## src/rtl/lsab_pkg.sv

```systemverilog
// Shared widths, FIFO entry layout and helpers for the core-side LSAB sink.
package lsab_pkg;

    localparam int unsigned LSAB_DATA_W   = 32;
    localparam int unsigned LSAB_ANCILL_W = 25;
    localparam int unsigned LSAB_SLOTS    = 4;
    localparam int unsigned LSAB_LEN_W    = 16;
    localparam int unsigned LSAB_TURN_W   = $clog2(LSAB_SLOTS);

    // Entry layout, LSB first: data, ancillary word, last flag.
    localparam int unsigned LSAB_DATA_LSB   = 0;
    localparam int unsigned LSAB_ANCILL_LSB = LSAB_DATA_LSB + LSAB_DATA_W;
    localparam int unsigned LSAB_LAST_BIT   = LSAB_ANCILL_LSB + LSAB_ANCILL_W;
    localparam int unsigned LSAB_ENTRY_W    = LSAB_LAST_BIT + 1;

    typedef struct packed {
        logic                     last;
        logic [LSAB_ANCILL_W-1:0] ancill;
        logic [LSAB_DATA_W-1:0]   data;
    } lsab_entry_t;

    function automatic logic [LSAB_LEN_W-1:0] lsab_sat_inc(input logic [LSAB_LEN_W-1:0] v);
        return (v == '1) ? v : v + 1'b1;
    endfunction

endpackage

```

## src/rtl/lsab_sync_fifo.sv

```systemverilog
// Single-clock first-word-fall-through FIFO; head reads as zero while empty.
module lsab_sync_fifo #(
    parameter int unsigned WIDTH      = 58,
    parameter int unsigned DEPTH_LOG2 = 3
) (
    input  logic             clk_i,
    input  logic             rst_i,
    input  logic             push_i,
    input  logic [WIDTH-1:0] din_i,
    input  logic             pop_i,
    output logic [WIDTH-1:0] dout_o,
    output logic             full_o,
    output logic             empty_o
);

    localparam int unsigned DEPTH = 2 ** DEPTH_LOG2;
    localparam int unsigned PTR_W = DEPTH_LOG2 + 1;
    localparam logic [PTR_W-1:0] PTR_ONE = 1;

    logic [WIDTH-1:0] mem_q [DEPTH];
    logic [PTR_W-1:0] wr_ptr_q, wr_ptr_d;
    logic [PTR_W-1:0] rd_ptr_q, rd_ptr_d;
    logic             do_push;
    logic             do_pop;

    // Extra pointer bit distinguishes full from empty when the indices match.
    assign empty_o = (wr_ptr_q == rd_ptr_q);
    assign full_o  = (wr_ptr_q[PTR_W-1] != rd_ptr_q[PTR_W-1]) &&
                     (wr_ptr_q[DEPTH_LOG2-1:0] == rd_ptr_q[DEPTH_LOG2-1:0]);

    assign do_pop  = pop_i & ~empty_o;
    assign do_push = push_i & (~full_o | do_pop);

    assign dout_o = empty_o ? '0 : mem_q[rd_ptr_q[DEPTH_LOG2-1:0]];

    always_comb begin
        wr_ptr_d = wr_ptr_q;
        rd_ptr_d = rd_ptr_q;
        if (do_push) wr_ptr_d = wr_ptr_q + PTR_ONE;
        if (do_pop)  rd_ptr_d = rd_ptr_q + PTR_ONE;
    end

    always_ff @(posedge clk_i) begin
        if (rst_i) begin
            wr_ptr_q <= '0;
            rd_ptr_q <= '0;
        end else begin
            wr_ptr_q <= wr_ptr_d;
            rd_ptr_q <= rd_ptr_d;
        end
    end

    always_ff @(posedge clk_i) begin
        if (do_push) mem_q[wr_ptr_q[DEPTH_LOG2-1:0]] <= din_i;
    end

endmodule

```

## src/rtl/lsab_cr_sink.sv

```systemverilog
// Core-side receiver of one device->core LSAB channel: slot issue, buffering,
// DMA drain and block-complete interrupt with sticky error flags.
module lsab_cr_sink
    import lsab_pkg::*;
#(
    parameter int unsigned CHAN_ID    = 0,
    parameter int unsigned DEPTH_LOG2 = 3
) (
    input  logic                     CLK,
    input  logic                     RST,
    output logic [LSAB_TURN_W-1:0]   lsab_turn,
    input  logic [LSAB_DATA_W-1:0]   data_cr,
    input  logic [LSAB_ANCILL_W-1:0] ancill_cr,
    input  logic                     write_cr,
    input  logic                     int_cr,
    output logic [LSAB_DATA_W-1:0]   mem_data,
    output logic                     mem_last,
    output logic                     mem_valid,
    input  logic                     mem_ready,
    output logic                     irq,
    output logic [LSAB_LEN_W-1:0]    irq_len,
    output logic [LSAB_ANCILL_W-1:0] irq_ancill,
    input  logic                     irq_ack,
    output logic                     err_overflow,
    output logic                     err_slot,
    output logic                     err_irq_lost,
    input  logic                     err_clr
);

    localparam logic [LSAB_TURN_W-1:0] SLOT = LSAB_TURN_W'(CHAN_ID);

    logic [LSAB_TURN_W-1:0]   turn_q, turn_d;
    logic [LSAB_LEN_W-1:0]    cnt_q, cnt_d;
    logic                     irq_q, irq_d;
    logic [LSAB_LEN_W-1:0]    irq_len_q, irq_len_d;
    logic [LSAB_ANCILL_W-1:0] irq_anc_q, irq_anc_d;
    logic                     err_ovf_q, err_ovf_d;
    logic                     err_slot_q, err_slot_d;
    logic                     err_lost_q, err_lost_d;

    logic        in_slot;
    logic        full;
    logic        empty;
    logic        pop;
    logic        accept;
    logic        done;
    lsab_entry_t push_e;
    lsab_entry_t head_e;

    assign in_slot = (turn_q == SLOT);
    assign pop     = ~empty & mem_ready;
    assign accept  = write_cr & in_slot & (~full | pop);
    assign done    = pop & head_e.last;

    always_comb begin
        push_e.last   = int_cr;
        push_e.ancill = int_cr ? ancill_cr : '0;
        push_e.data   = data_cr;
    end

    lsab_sync_fifo #(
        .WIDTH      (LSAB_ENTRY_W),
        .DEPTH_LOG2 (DEPTH_LOG2)
    ) u_fifo (
        .clk_i   (CLK),
        .rst_i   (RST),
        .push_i  (accept),
        .din_i   (push_e),
        .pop_i   (pop),
        .dout_o  (head_e),
        .full_o  (full),
        .empty_o (empty)
    );

    always_comb begin
        turn_d     = turn_q + 1'b1;
        cnt_d      = cnt_q;
        irq_d      = irq_q;
        irq_len_d  = irq_len_q;
        irq_anc_d  = irq_anc_q;
        err_ovf_d  = err_ovf_q;
        err_slot_d = err_slot_q;
        err_lost_d = err_lost_q;

        if (pop) cnt_d = lsab_sat_inc(cnt_q);

        // A completion in the ack cycle re-raises irq and does not count as lost.
        if (irq_ack) irq_d = 1'b0;
        if (done) begin
            cnt_d     = '0;
            irq_d     = 1'b1;
            irq_len_d = lsab_sat_inc(cnt_q);
            irq_anc_d = head_e.ancill;
            if (irq_q && !irq_ack) err_lost_d = 1'b1;
        end

        if (write_cr && !in_slot)        err_slot_d = 1'b1;
        if (write_cr && in_slot && !accept) err_ovf_d = 1'b1;

        if (err_clr) begin
            err_ovf_d  = 1'b0;
            err_slot_d = 1'b0;
            err_lost_d = 1'b0;
        end
    end

    always_ff @(posedge CLK) begin
        if (RST) begin
            turn_q     <= '0;
            cnt_q      <= '0;
            irq_q      <= 1'b0;
            irq_len_q  <= '0;
            irq_anc_q  <= '0;
            err_ovf_q  <= 1'b0;
            err_slot_q <= 1'b0;
            err_lost_q <= 1'b0;
        end else begin
            turn_q     <= turn_d;
            cnt_q      <= cnt_d;
            irq_q      <= irq_d;
            irq_len_q  <= irq_len_d;
            irq_anc_q  <= irq_anc_d;
            err_ovf_q  <= err_ovf_d;
            err_slot_q <= err_slot_d;
            err_lost_q <= err_lost_d;
        end
    end

    assign lsab_turn    = turn_q;
    assign mem_data     = head_e.data;
    assign mem_last     = head_e.last;
    assign mem_valid    = ~empty;
    assign irq          = irq_q;
    assign irq_len      = irq_len_q;
    assign irq_ancill   = irq_anc_q;
    assign err_overflow = err_ovf_q;
    assign err_slot     = err_slot_q;
    assign err_irq_lost = err_lost_q;

endmodule

```

## config.mk

```make
export PLATFORM = sky130hd
export DESIGN_NAME = lsab_cr_sink
export DESIGN_NICKNAME = d
export VERILOG_FILES = /design/src/rtl/lsab_pkg.sv /design/src/rtl/lsab_sync_fifo.sv /design/src/rtl/lsab_cr_sink.sv
export SDC_FILE = /design/constraint.sdc
export NUM_CORES = 1
export LEC_CHECK = 0
export ABC_AREA = 0
export CORE_MARGIN = 10
export CORE_UTILIZATION = 59
export DETAILED_ROUTE_END_ITERATION = 8
export GPL_TIMING_DRIVEN = 1
export PLACE_DENSITY = 0.77
export SLEW_MARGIN = 20
export SYNTH_ARGS = -nofsm -noshare
export SYNTH_HDL_FRONTEND = slang
export SYNTH_SLANG_ARGS = --single-unit
```

## constraint.sdc

```tcl
create_clock -name CLK -period 9.89 [get_ports CLK]
set_input_delay 1.4835 -clock CLK [delete_from_list [all_inputs] [get_ports CLK]]
set_output_delay 1.4835 -clock CLK [all_outputs]
set_load 0.01 [all_outputs]
```

==> results of run 1 <==
[worst max path at each step]
stage	startpoint	endpoint	slack, ns	depth (start not counted)
floorplan	write_cr	u_fifo.mem_q[1][0]$_DFFE_PP_	1.52	3
global placement	register	mem_last	5.28	5
detailed placement	register	mem_last	5.24	5
CTS	register	mem_last	4.61	5
global route	register	mem_last	4.41	5
finish	register	mem_last	4.71	5
[layout make-up]
type | instances | area (um2)
Timing Repair Buffer | 168 | 1630
Fill cell | 2284 | 10800
Multi-Input combinational cell | 495 | 5140
Tap cell | 461 | 577
Sequential cell | 538 | 15400
Clock inverter | 34 | 362
Antenna cell | 1 | 2.50
Clock buffer | 62 | 1400
Inverter | 5 | 18.8
[power groups by stage]
stage          registers, mW  clock network (mW)  logic (mW)
5_1_grt                 2.59                2.14       0.780
6_report                2.58                2.01       0.721
3_5_place_dp            2.63                   0       0.729
4_1_cts                 2.58                2.05       0.735
2_1_floorplan           2.61                   0       0.522
3_3_place_gp            2.63                   0       0.721
[registers in the layout, indices dropped and copies added, names as in the netlist, named ones only]
name	flops
err_irq_lost	1
err_overflow	1
err_slot	1
lsab_turn	2
irq_ancill	25
u_fifo.rd_ptr_q	4
u_fifo.mem_q	464
cnt_q	16
irq_len	16
u_fifo.wr_ptr_q	4
irq	1
[worst reg2reg max path: stages (launching register included)]
cell      delay (ns)
dfxtp_4         0.76
buf_12          0.63
mux4_2          0.68
mux2i_4         0.42
nor2_4          0.17
buf_4           0.36
nor2_1          0.24
a211oi_1        0.08
[cells in the mapped netlist, types with 2 or more instances]
cell type / n
edfxtp_1: 464
xnor2_1: 4
nand4_1: 6
nand2_1: 34
mux2i_1: 58
nor3_1: 13
nor3b_1: 2
and2_1: 29
a211oi_1: 29
buf_2: 27
a21oi_1: 30
or4_1: 5
inv_1: 5
o211ai_1: 6
or3_1: 2
o21ai_1: 5
and3_1: 2
dfxtp_1: 74
nor4_1: 6
xor2_1: 7
nor2_1: 82
buf_4: 32
nor2b_1: 2
ha_1: 4
nor4b_1: 2
clkbuf_1: 36
mux4_2: 116
nand2b_1: 7
nand3_1: 11
mux2_2: 3
a22oi_1: 5
xor2_2: 2
nor4_2: 2
a21o_1: 3
buf_1: 2
[logic make-up (layout without fill, tap and decap cells)]
group / Yosys count / in the layout / share of synthesized area (%)
fa+ha+maj: 4 / 4 / 0.238
other cells: 0 / 1 / 0
flops: 538 / 538 / 73.3
buf+inv: 103 / 269 / 2.60
mux: 178 / 178 / 15.4
xor+xnor: 13 / 13 / 0.613
simple gates: 208 / 208 / 4.81
compound gates: 92 / 92 / 3.02
[layer usage]
layer	global-route usage (%)	vias up	part of all wire [%]	wire [um]
li1	-	4742	-	-
met1	25.4	5461	41	17400
met2	31.9	315	50	21300
met3	4.16	59	6.4	2710
met4	6.25	2	2.1	881
met5	0	-	0.031	13
==> impl_metrics.json, run 1 <==
{
  "end_kind": "primary output",
  "finalCritPeriodShare_pct": 52.4,
  "hold_viol": 0,
  "synth_seq_area_share_pct": 73.3,
  "status": "finished, final reports clean",
  "rr_endpoint": "irq_ancill[13]$_SDFFE_PP0P_",
  "relSlewSlack_pct": 30.7,
  "dp.cells": 1667,
  "leakage_nw": 7.56,
  "critPathBufInv": 2,
  "switching_share_pct": 22.9,
  "num_rows": 69,
  "worstRegToRegCells": 7,
  "hpwl_um": 23200,
  "antenna_found_initial": 2,
  "gp_congestion": 0.798,
  "postSynthCellCount": 1136,
  "critical_path.max_fanout": 86,
  "clock_latency_ns": 0.59,
  "drive_gt1_share_pct": 19.0,
  "cts_setup_buffers": 0,
  "cpPeakStageDelay_ns": 0.76,
  "crit_chain": "buf_12, mux4_2, mux2i_4, nor2_1, clkdlybuf4s50_1",
  "grt_max_degree": 87,
  "fin_setup_tns_ns": 0,
  "pwr-share-comb_pct": 13.6,
  "grtUsageTotal_pct": 19.4,
  "rsz0062_at_grt": "no",
  "synth_top_cell_by_area": "edfxtp_1",
  "worstMarginPinSlew_ns": 1.04,
  "numClockSinks": 538,
  "dominantRegCellSynth": "edfxtp_1",
  "synth.avg_cell_area_um2": 18.5,
  "via_per_inst": 6.00,
  "first_global_vias": 11000,
  "final_common_cell": "edfxtp_1",
  "cts_resized": 0,
  "clkPwrFrac_pct": 37.8,
  "dieArea_um2": 43600,
  "drc": 0,
  "fin_nets": 1328,
  "hold_class": "reg2reg",
  "post-place-ws_ns": 5.24,
  "p_total_mw": 5.31,
  "whs_path_depth": 1,
  "intPower_mw": 4.09,
  "synth_cell_types": 54,
  "vias": 10600,
  "worstHoldStart": "lsab_turn[0]$_SDFF_PP0_",
  "root_buffer": "clkbuf_16",
  "drtIter0Drc": 721,
  "ys_ff_latch": 538,
  "dieWidth_um": 209,
  "port-buffer-count": 144,
  "critPathTopFamily": "buffers and inverters",
  "htreeDepth": 2,
  "max_freq_ghz": 0.193,
  "max_cap_violations": 0,
  "setup_slack_ns": 4.71,
  "cts_tree": "built",
  "areaGrowthSynthToFinish_pct": 16.7,
  "antenna_left": 0,
  "startpoint_type": "register",
  "crit_arrival_ns": 3.70,
  "fin_cells": 1764,
  "p_sw_mw": 1.21,
  "setup_viol_count_final": 0,
  "fin_area_um2": 24600,
  "drv_slew": 0,
  "placed_area_um2": 22800,
  "dr.pass1.iters": 4,
  "wl_um": 42300,
  "postCtsHoldBufs": 0,
  "coreArea_um2": 35400,
  "r2r_slack_ns": 6.41,
  "whs_endpoint": "lsab_turn[0]$_SDFF_PP0_",
  "clock_path_buffers": 3,
  "final_cell_mix": "464 x edfxtp_1, 143 x clkdlybuf4s50_1, 116 x mux4_2",
  "p_seq_share_pct": 48.6,
  "hold_slack_ns": 0.441,
  "synthTopCellsByArea": "edfxtp_1 66%, mux4_2 12%, dfxtp_1 7.0%",
  "synth_edf_count": 464,
  "cts_buffers": 52,
  "async_flop_share_pct": 0,
  "slowest_stage": "dfxtp_4",
  "synth_nets": 1204,
  "wire_per_inst_um": 24.0,
  "grt_pass1_wl_um": 65500,
  "synth_top_area_share_pct": 66.2,
  "clk_pin_slew_ns": 0.06,
  "die_y_um": 209,
  "required_ns": 8.41,
  "final_core_util_pct": 69.4,
  "fin_crit_ns": 5.18,
  "powerDensity_nw_per_um2": 216,
  "crit_type": "reg2out",
  "initial_core_util_pct": 59.4,
  "ir_worst_vdd_v": 0.000161,
  "ios": 145,
  "overflow": 0,
  "syn_area_um2": 21000,
  "finClkSkew_ns": 0.0208,
  "ys_warn_count": 0
}
Note: power is estimated with default switching activity, not from simulation.
==> run 2, diff against run 1 <==
--- a/config.mk
+++ b/config.mk
@@ -7,10 +7,10 @@
 export LEC_CHECK = 0
 export ABC_AREA = 0
 export CORE_MARGIN = 10
-export CORE_UTILIZATION = 59
+export CORE_UTILIZATION = 53
 export DETAILED_ROUTE_END_ITERATION = 8
 export GPL_TIMING_DRIVEN = 1
-export PLACE_DENSITY = 0.77
+export PLACE_DENSITY = 0.73
 export SLEW_MARGIN = 20
 export SYNTH_ARGS = -nofsm -noshare
 export SYNTH_HDL_FRONTEND = slang
==> constraint.sdc (replaced) <==
create_clock -name CLK -period 4.7 [get_ports CLK]
set_input_delay 0.705 -clock CLK [delete_from_list [all_inputs] [get_ports CLK]]
set_output_delay 0.705 -clock CLK [all_outputs]
set_load 0.01 [all_outputs]
==> run 2 against run 1 <==
Flip-flop and latch count unchanged. Cell area decreased by 0.43%. Via count decreased by 0.40%. Clock power increased by 87%. Power increased by 100%. Register-to-register slack got worse by 5.0 ns. Non-clock buffer count increased by 5. Core utilization decreased by 6.5 points. Routed wire length decreased by 0.21%. Critical path type unchanged.
==> impl_metrics.json, run 2 (synthesized netlist as in run 1, its figures left out) <==
{
  "status": "finished, final reports clean",
  "clock_latency_ns": 0.59,
  "root_buffer": "clkbuf_16",
  "areaGrowthSynthToFinish_pct": 16.2,
  "numClockSinks": 538,
  "cts_tree": "built",
  "p_total_mw": 10.7,
  "leakage_nw": 7.47,
  "final_core_util_pct": 62.8,
  "required_ns": 3.99,
  "startpoint_type": "register",
  "hold_viol": 0,
  "largest_reg_flops": 464,
  "grt_max_degree": 52,
  "dieWidth_um": 219,
  "drc": 0,
  "num_rows": 72,
  "relSlewSlack_pct": 28.7,
  "fin_crit_ns": 3.92,
  "vias": 10500,
  "gp_congestion": 0.782,
  "worstMarginPinSlew_ns": 1.07,
  "drive_gt1_share_pct": 17.6,
  "clock_path_buffers": 3,
  "slowest_stage": "dfxtp_4",
  "drtIter0Drc": 776,
  "via_per_inst": 5.79,
  "powerDensity_nw_per_um2": 439,
  "htreeDepth": 2,
  "fill_cells": 2747,
  "antenna_left": 0,
  "final_cell_mix": "464 x edfxtp_1, 143 x clkdlybuf4s50_1, 116 x mux4_2",
  "cpPeakStageDelay_ns": 0.89,
  "hold_class": "reg2reg",
  "finClkSkew_ns": 0.0160,
  "max_freq_ghz": 0.255,
  "wire_per_inst_um": 23.2,
  "hpwl_um": 24300,
  "ios": 145,
  "postCtsHoldBufs": 0,
  "r2r_slack_ns": 1.39,
  "initial_core_util_pct": 54.1,
  "drv_slew": 0,
  "crit_chain": "mux4_2, mux2i_4, nor2_1, clkdlybuf4s50_1",
  "crit_type": "reg2out",
  "dieArea_um2": 48100,
  "antenna_found_initial": 6,
  "rsz0062_at_grt": "no",
  "wl_um": 42300,
  "port-buffer-count": 144,
  "fin_area_um2": 24400,
  "critical_path.max_fanout": 39,
  "grtUsageTotal_pct": 17.7,
  "grt_pass1_wl_um": 65200,
  "cts_resized": 0,
  "fin_nets": 1333,
  "setup_viol_count_final": 0,
  "placed_area_um2": 22900,
  "coreArea_um2": 38900,
  "end_kind": "primary output",
  "max_cap_violations": 0,
  "final_common_cell": "edfxtp_1",
  "overflow": 0,
  "ir_worst_vdd_v": 0.000350,
  "finalCritPeriodShare_pct": 83.3,
  "dr.pass1.iters": 5,
  "cts_buffers": 52,
  "clk_pin_slew_ns": 0.06,
  "crit_arrival_ns": 3.21,
  "die_y_um": 219,
  "cts_setup_buffers": 0,
  "first_global_vias": 10900
}
[run 2: cell count changes in the layout (fill, tap and decap cells not counted), moves of 2 or more]
cell,change
buf_4,+4
bufinv_16,-6
clkbuf_8,-2
clkinv_2,-8
nor4b_4,+2
clkinv_1,+9
clkinvlp_4,-4
clkbuf_1,+7
nor4b_2,-2
[run 2: area by class of cell]
| cell class | count | area (um2) | area share [%] |
|---|---|---|---|
| Tap cell | 518 | 648 | 2.65 |
| Multi-Input combinational cell | 495 | 5160 | 21.1 |
| Timing Repair Buffer | 173 | 1680 | 6.87 |
| Sequential cell | 538 | 15400 | 63.1 |
| Inverter | 5 | 18.8 | 0.0768 |
| Clock inverter | 23 | 135 | 0.553 |
| Clock buffer | 66 | 1380 | 5.62 |
| Antenna cell | 1 | 2.50 | 0.0102 |
[run 2: final timing paths]
check | start | end | cells past startpoint
min reg2reg | irq_len[11]$_SDFFE_PP0P_ | irq_len[11]$_SDFFE_PP0P_ | 2
min | irq_len[11]$_SDFFE_PP0P_ | irq_len[11]$_SDFFE_PP0P_ | 2
max reg2reg | u_fifo.wr_ptr_q[2]$_SDFFE_PP0P_ | u_fifo.mem_q[5][18]$_DFFE_PP_ | 6
max | register | mem_last | 4
[run 2: metrics by stage]
| step | setup WS, ns | hold slack (ns) | instances | TNS (ns) |
|---|---|---|---|---|
| after global routing | 0.564 | 0.462 | 1818 | 0 |
| after global placement | 1.33 | 0.429 | 1728 | 0 |
| after CTS | 0.687 | 0.453 | 1817 | 0 |
| after detailed placement | 1.31 | 0.445 | 1728 | 0 |
| final | 0.785 | 0.450 | 1819 | 0 |
| after floorplan | -1.60 | 0.454 | 1136 | -343.80 |
[run 2: power by group]
| group | internal (mW) | switching (mW) |
|---|---|---|
| clock | 2.11 | 1.65 |
| sequential | 5.32 | 0.116 |
| combinational | 0.799 | 0.736 |
[run 2: worst max-delay path: cells and delay by family (launching register included)]
family / cells / cell delay (ns)
buffers and inverters: 1 / 0.51
flip-flops: 1 / 0.89
multiplexers: 2 / 1.13
AND/OR/NAND/NOR: 1 / 0.08
[run 2: layer usage]
| layer | vias to the layer above | GRT usage, % | part of all wire, % |
|---|---|---|---|
| met5 | - | 0 | 0.15 |
| met4 | 10 | 4.71 | 1.7 |
| met3 | 63 | 4.25 | 6.7 |
| met2 | 297 | 29.1 | 49 |
| met1 | 5411 | 23.2 | 42 |
| li1 | 4756 | - | - |
